==> src/rtl/uart_pkg.sv <==
// Shared UART definitions: baud/parity encodings, receiver FSM states and the
// oversample divisor helper.
package uart_pkg;

  localparam int unsigned OS_RATE = 16;

  localparam logic [1:0] BAUD_2400  = 2'b00;
  localparam logic [1:0] BAUD_4800  = 2'b01;
  localparam logic [1:0] BAUD_9600  = 2'b10;
  localparam logic [1:0] BAUD_19200 = 2'b11;

  localparam logic [1:0] PAR_NONE = 2'b00;
  localparam logic [1:0] PAR_ODD  = 2'b01;
  localparam logic [1:0] PAR_EVEN = 2'b10;

  typedef enum logic [2:0] {
    StIdle,
    StStart,
    StData,
    StParity,
    StStop,
    StWaitIdle
  } rx_state_e;

  // Clocks per oversample tick, truncated; never below 1 so the tick still runs.
  function automatic int unsigned baud_divisor(input logic [1:0] baud,
                                               input int unsigned clk_freq);
    int unsigned rate;
    int unsigned div;
    case (baud)
      BAUD_2400: rate = 2400;
      BAUD_4800: rate = 4800;
      BAUD_9600: rate = 9600;
      default:   rate = 19200;
    endcase
    div = clk_freq / (rate * OS_RATE);
    if (div == 0) div = 1;
    return div;
  endfunction

endpackage

==> src/rtl/uart_os_tick.sv <==
// Oversample tick generator: one-clock os_tick every baud divisor clocks,
// phase-aligned to the start edge via restart.
module uart_os_tick
  import uart_pkg::*;
#(
  parameter int unsigned CLK_FREQ = 50_000_000
) (
  input  logic       clk,
  input  logic       rst_n,
  input  logic [1:0] baud_rate,
  input  logic       restart,
  output logic       os_tick
);

  // 2400 baud gives the largest divisor and so sets the counter width.
  localparam int unsigned MaxDiv = baud_divisor(BAUD_2400, CLK_FREQ);
  localparam int unsigned CntW   = (MaxDiv > 1) ? $clog2(MaxDiv) : 1;

  logic [CntW-1:0] cnt_q;
  logic [CntW-1:0] last;

  // Terminal count for the selected baud rate.
  always_comb begin
    last    = CntW'(baud_divisor(baud_rate, CLK_FREQ) - 1);
    os_tick = (cnt_q == last);
  end

  // Divisor counter, forced back to zero on restart.
  always_ff @(posedge clk or negedge rst_n) begin
    if (!rst_n) begin
      cnt_q <= '0;
    end else if (restart || (cnt_q == last)) begin
      cnt_q <= '0;
    end else begin
      cnt_q <= cnt_q + 1'b1;
    end
  end

endmodule

==> src/rtl/uart_rx.sv <==
// UART receiver: 16x oversampled 8-bit frames with optional parity, one stop
// bit, per-frame parity/framing flags and a one-cycle valid strobe.
module uart_rx
  import uart_pkg::*;
#(
  parameter int unsigned CLK_FREQ = 50_000_000,
  parameter int unsigned OS_RATE  = 16
) (
  input  logic       clk,
  input  logic       rst_n,
  input  logic       rx,
  input  logic [1:0] baud_rate,
  input  logic [1:0] parity_type,
  output logic [7:0] data_out,
  output logic       rx_valid,
  output logic       parity_err,
  output logic       frame_err,
  output logic       busy
);

  // Start bit is checked halfway through; later bits a full bit period apart.
  localparam logic [3:0] MidTick  = 4'(OS_RATE / 2 - 1);
  localparam logic [3:0] LastTick = 4'(OS_RATE - 1);

  logic       sync1_q, rx_s_q, rx_prev_q;
  rx_state_e  state_q;
  logic [3:0] os_cnt_q;
  logic [2:0] bit_cnt_q;
  logic [7:0] shift_q;
  logic [1:0] baud_q, par_q;
  logic       par_pend_q;

  logic       os_tick;
  logic       start_det;
  logic       par_en;
  logic       par_exp;

  // Start-edge detect and parity expectation from the latched frame settings.
  always_comb begin
    start_det = (state_q == StIdle) && rx_prev_q && !rx_s_q;
    par_en    = (par_q == PAR_ODD) || (par_q == PAR_EVEN);
    par_exp   = (^shift_q) ^ (par_q == PAR_ODD);
  end

  uart_os_tick #(
    .CLK_FREQ (CLK_FREQ)
  ) u_os_tick (
    .clk       (clk),
    .rst_n     (rst_n),
    .baud_rate (baud_q),
    .restart   (start_det),
    .os_tick   (os_tick)
  );

  // Two-flop synchronizer plus one delayed copy for edge detection.
  always_ff @(posedge clk or negedge rst_n) begin
    if (!rst_n) begin
      sync1_q   <= 1'b1;
      rx_s_q    <= 1'b1;
      rx_prev_q <= 1'b1;
    end else begin
      sync1_q   <= rx;
      rx_s_q    <= sync1_q;
      rx_prev_q <= rx_s_q;
    end
  end

  // Receive FSM with registered outputs.
  always_ff @(posedge clk or negedge rst_n) begin
    if (!rst_n) begin
      state_q    <= StIdle;
      os_cnt_q   <= '0;
      bit_cnt_q  <= '0;
      shift_q    <= '0;
      baud_q     <= BAUD_2400;
      par_q      <= PAR_NONE;
      par_pend_q <= 1'b0;
      data_out   <= '0;
      rx_valid   <= 1'b0;
      parity_err <= 1'b0;
      frame_err  <= 1'b0;
      busy       <= 1'b0;
    end else begin
      rx_valid <= 1'b0;
      case (state_q)
        StIdle: begin
          if (start_det) begin
            state_q    <= StStart;
            os_cnt_q   <= '0;
            bit_cnt_q  <= '0;
            par_pend_q <= 1'b0;
            baud_q     <= baud_rate;
            par_q      <= parity_type;
            busy       <= 1'b1;
          end
        end
        StStart: begin
          if (os_tick) begin
            if (os_cnt_q == MidTick) begin
              os_cnt_q <= '0;
              if (!rx_s_q) begin
                state_q <= StData;
              end else begin
                state_q <= StIdle;
                busy    <= 1'b0;
              end
            end else begin
              os_cnt_q <= os_cnt_q + 1'b1;
            end
          end
        end
        StData: begin
          if (os_tick) begin
            if (os_cnt_q == LastTick) begin
              os_cnt_q           <= '0;
              shift_q[bit_cnt_q] <= rx_s_q;
              bit_cnt_q          <= bit_cnt_q + 1'b1;
              if (bit_cnt_q == 3'd7) state_q <= par_en ? StParity : StStop;
            end else begin
              os_cnt_q <= os_cnt_q + 1'b1;
            end
          end
        end
        StParity: begin
          if (os_tick) begin
            if (os_cnt_q == LastTick) begin
              os_cnt_q   <= '0;
              par_pend_q <= (rx_s_q != par_exp);
              state_q    <= StStop;
            end else begin
              os_cnt_q <= os_cnt_q + 1'b1;
            end
          end
        end
        StStop: begin
          if (os_tick) begin
            if (os_cnt_q == LastTick) begin
              os_cnt_q   <= '0;
              data_out   <= shift_q;
              parity_err <= par_pend_q;
              frame_err  <= ~rx_s_q;
              rx_valid   <= 1'b1;
              if (rx_s_q) begin
                state_q <= StIdle;
                busy    <= 1'b0;
              end else begin
                state_q <= StWaitIdle;
              end
            end else begin
              os_cnt_q <= os_cnt_q + 1'b1;
            end
          end
        end
        StWaitIdle: begin
          // Line held low (break): wait for idle so it cannot look like a start.
          if (rx_s_q) begin
            state_q <= StIdle;
            busy    <= 1'b0;
          end
        end
        default: begin
          state_q <= StIdle;
          busy    <= 1'b0;
        end
      endcase
    end
  end

endmodule

==> config.mk <==
export PLATFORM = sky130hd
export DESIGN_NAME = uart_rx
export DESIGN_NICKNAME = d
export VERILOG_FILES = /design/src/rtl/uart_pkg.sv /design/src/rtl/uart_os_tick.sv /design/src/rtl/uart_rx.sv
export SDC_FILE = /design/constraint.sdc
export NUM_CORES = 1
export LEC_CHECK = 0
export ABC_AREA = 1
export CAP_MARGIN = 40
export CORE_MARGIN = 2
export CORE_UTILIZATION = 50
export CTS_BUF_LIST = sky130_fd_sc_hd__clkbuf_8 sky130_fd_sc_hd__clkbuf_16
export DETAILED_ROUTE_END_ITERATION = 6
export PLACE_DENSITY = 0.71
export SLEW_MARGIN = 30
export SYNTH_ARGS = -nofsm -noshare
export SYNTH_HDL_FRONTEND = slang
export SYNTH_HIERARCHICAL = 1
export SYNTH_SLANG_ARGS = --single-unit
==> constraint.sdc <==
create_clock -name clk -period 5.9 [get_ports clk]
set_input_delay 1.77 -clock clk [delete_from_list [all_inputs] [get_ports clk]]
set_output_delay 1.77 -clock clk [all_outputs]
set_load 0.02 [all_outputs]
==> flow_metrics.env <==
export IMPL_outcome="completed"
export IMPL_synth_top_family_by_area="simple AND/OR/NAND/NOR gates"
export IMPL_grt_start_max_net_pins=50
export IMPL_cts_tree="yes"
export IMPL_synthCells=386
export IMPL_slowest_delay_ns=0.61
export IMPL_stdcell_area_um2=3250
export IMPL_place_area_um2=3150
export IMPL_yosysWarnings=6
export IMPL_combPwrFrac=0.409
export IMPL_grt_setup_unrepaired="false"
export IMPL_routed_via_density=4.85
export IMPL_antenna_found_initial=0
export IMPL_post_drt_wl_per_cell_um=11.2
export IMPL_multi_input_area_um2=1470
export IMPL_synth_area_mux_share=0
export IMPL_grt_usage=0.193
export IMPL_area_growth_pct=11.6
export IMPL_crit_chain="clkdlybuf4s50_1"
export IMPL_ctsHtreeMaxLevel=2
export IMPL_ctsHoldBuffers=0
export IMPL_dieArea_um2=6450
export IMPL_ctsResizeCount=0
export IMPL_rows=27
export IMPL_insertedDiodeCount=0
export IMPL_postCtsSetupBuffers=0
export IMPL_synth_xor_area_share=0.0361
export IMPL_worstPathMaxFanout=2
export IMPL_critPathTopFamily="buffers and inverters"
export IMPL_cp_end_kind="primary output"
export IMPL_yosysTopAreaCell="dfrtp_1"
export IMPL_fin_nets=424
export IMPL_p_per_area_nw_per_um2=348
export IMPL_clkSinkCount=49
export IMPL_numPortBuffers=18
export IMPL_p_seq_frac=0.401
export IMPL_syn_nets=403
export IMPL_hp_class="flip-flop to flip-flop"
export IMPL_worst_pin_slew_ns=0.601
export IMPL_finalSetupViolations=0
export IMPL_finalHoldViolCount=0
export IMPL_cts_buffers=5
export IMPL_root_buffer="clkbuf_8"
export IMPL_core_area_um2=5570
export IMPL_post_route_period_util=0.515
export IMPL_first_global_vias=2161
export IMPL_synth_cell_types=26
export IMPL_insertion_delay_ns=0.30
export IMPL_hpwlAfterDp_um=3990
export IMPL_pwr_share_clk=0.190
export IMPL_seq_area_um2=1230
export IMPL_crit_slowest_cell="clkdlybuf4s50_1"
export IMPL_final_common_cell="nand2_1"
export IMPL_cap_violations=0
export IMPL_synth_area_leaders="dfrtp_1, nand2_1, inv_1"
export IMPL_yosys_area_share_simple=0.365
export IMPL_gp_congestion=0.879
export IMPL_worst_setup_path_type="flip-flop to primary output"
export IMPL_fin_crit_ns=3.04
export IMPL_yosysSeqAreaShare=0.422
export IMPL_power_internal_uw=669
export IMPL_antenna_left=0
export IMPL_drt_iter0_markers=125
export IMPL_leakage_uw=0.00161
export IMPL_fmax_mhz=329
export IMPL_wl_um=5370
export IMPL_critPathBufInv=1
export IMPL_io_pins=19
export IMPL_cp_start_kind="flip-flop"
export IMPL_vias=2326
export IMPL_finClkSkew_ns=0.00596
export IMPL_avgSynthCellArea_um2=7.55
export IMPL_crit_required_ns=4.13
export IMPL_die_x_um=80.3
export IMPL_gr_total_overflow=0
export IMPL_clk_pin_slew_ns=0.09
export IMPL_drv_slew=0
export IMPL_cts_path_max_buffers=2
export IMPL_ir_worst_vdd_uv=227
export IMPL_synth_fa_ha_area_frac=0.0429
export IMPL_crit_arrival_ns=1.27
export IMPL_synth_compound_area_frac=0.0601
export IMPL_p_sw_frac=0.408
export IMPL_synth_top_area_frac=0.395
export IMPL_layout_drive_gt1_share=0.140
export IMPL_die_h_um=80.3
export IMPL_netlist_area_um2=2910
export IMPL_synth_seq_cells=49
export IMPL_final_fill_count=516
export IMPL_drtPass1Iterations=4
export IMPL_initial_core_util=0.523
export IMPL_switchingPower_uw=461
export IMPL_drc=0
export IMPL_grt_pass1_wl_um=9670
export IMPL_final_cell_mix="nand2_1, dfrtp_1, inv_1, nor2_1, nand3_1"
export IMPL_tns_ns=0
export IMPL_slew_headroom=0.599
[power by group through the flow]
stage | Combinational (µW) | Clock [µW] | Sequential, µW
after floorplan | 379 | 0 | 447
after global placement | 450 | 0 | 458
after detailed placement | 461 | 0 | 460
after CTS | 467 | 226 | 453
after global routing | 533 | 237 | 464
final | 462 | 214 | 453
[through the flow]
step           worst slack, ns  hold WS [ns]  std cells  utilization  power [µW]
2_1_floorplan             3.71         0.345        386            -         826
3_3_place_gp              3.21         0.346        472        0.565         908
3_5_place_dp              3.19         0.347        472        0.565         921
4_1_cts                   2.85         0.360        480        0.583        1150
5_1_grt                   2.80         0.362        480        0.583        1230
6_report                  2.86         0.358        480        0.583        1130
[logic make-up (layout without fill, tap and decap cells)]
group           Yosys count  count (layout)
fa+ha+maj                10              10
xor+xnor                 12              12
compound gates           29              29
simple gates            234             234
flops                    49              49
buf+inv                  52              74
[registers in the layout, indices dropped and copies added, names as in the netlist]
name             cells
busy                 1
rx_s_q               1
baud_q               2
rx_prev_q            1
os_cnt_q             4
parity_err           1
frame_err            1
u_os_tick/cnt_q     11
par_pend_q           1
bit_cnt_q            3
data_out             8
par_q                2
state_q              3
shift_q              8
rx_valid             1
sync1_q              1
[routing by layer]
metal / part of all wire / up-vias / GRT usage
met2: 0.46 / 32 / 0.309
met1: 0.50 / 1045 / 0.257
met3: 0.027 / 8 / 0.0337
met4: 0.015 / 0 / 0.0814
met5: 0 / - / 0
li1: - / 1241 / -
[cell usage after synthesis]
cell / number
a21oi_1: 7
buf_2: 2
buf_6: 2
clkbuf_2: 1
dfrtp_1: 46
dfstp_2: 3
ha_1: 10
inv_1: 38
inv_2: 9
nand2_1: 134
nand2_2: 9
nand2_4: 1
nand3_1: 28
nand3_2: 2
nand3_4: 1
nand4_1: 6
nor2_1: 35
nor2_2: 5
nor2_4: 8
nor3_1: 4
o21ai_0: 7
o21ai_1: 7
o21ai_2: 8
or2_2: 1
xnor2_1: 4
xor2_1: 8
[cell type report]
| class | instances | area share |
|---|---|---|
| Multi-Input combinational cell | 285 | 0.452 |
| Sequential cell | 49 | 0.378 |
| Timing Repair Buffer | 19 | 0.0562 |
| Inverter | 47 | 0.0543 |
| Clock buffer | 7 | 0.0296 |
| Tap cell | 72 | 0.0277 |
| Clock inverter | 1 | 0.00154 |
[final timing paths]
path,startpoint,slack [ns],to,cells after the start
worst max-delay path,data_out[2],2.86,data_out[2],1
worst min-delay path,sync1_q,0.36,rx_s_q,0
worst max register to register,baud_q[0],3.60,state_q[2],16
worst min register to register,sync1_q,0.36,rx_s_q,0
max in group asynchronous,rst_n,3.94,u_os_tick/cnt_q[7],2
min in group asynchronous,rst_n,1.55,busy,2
No activity file was read; power rests on OpenSTA's default activity.
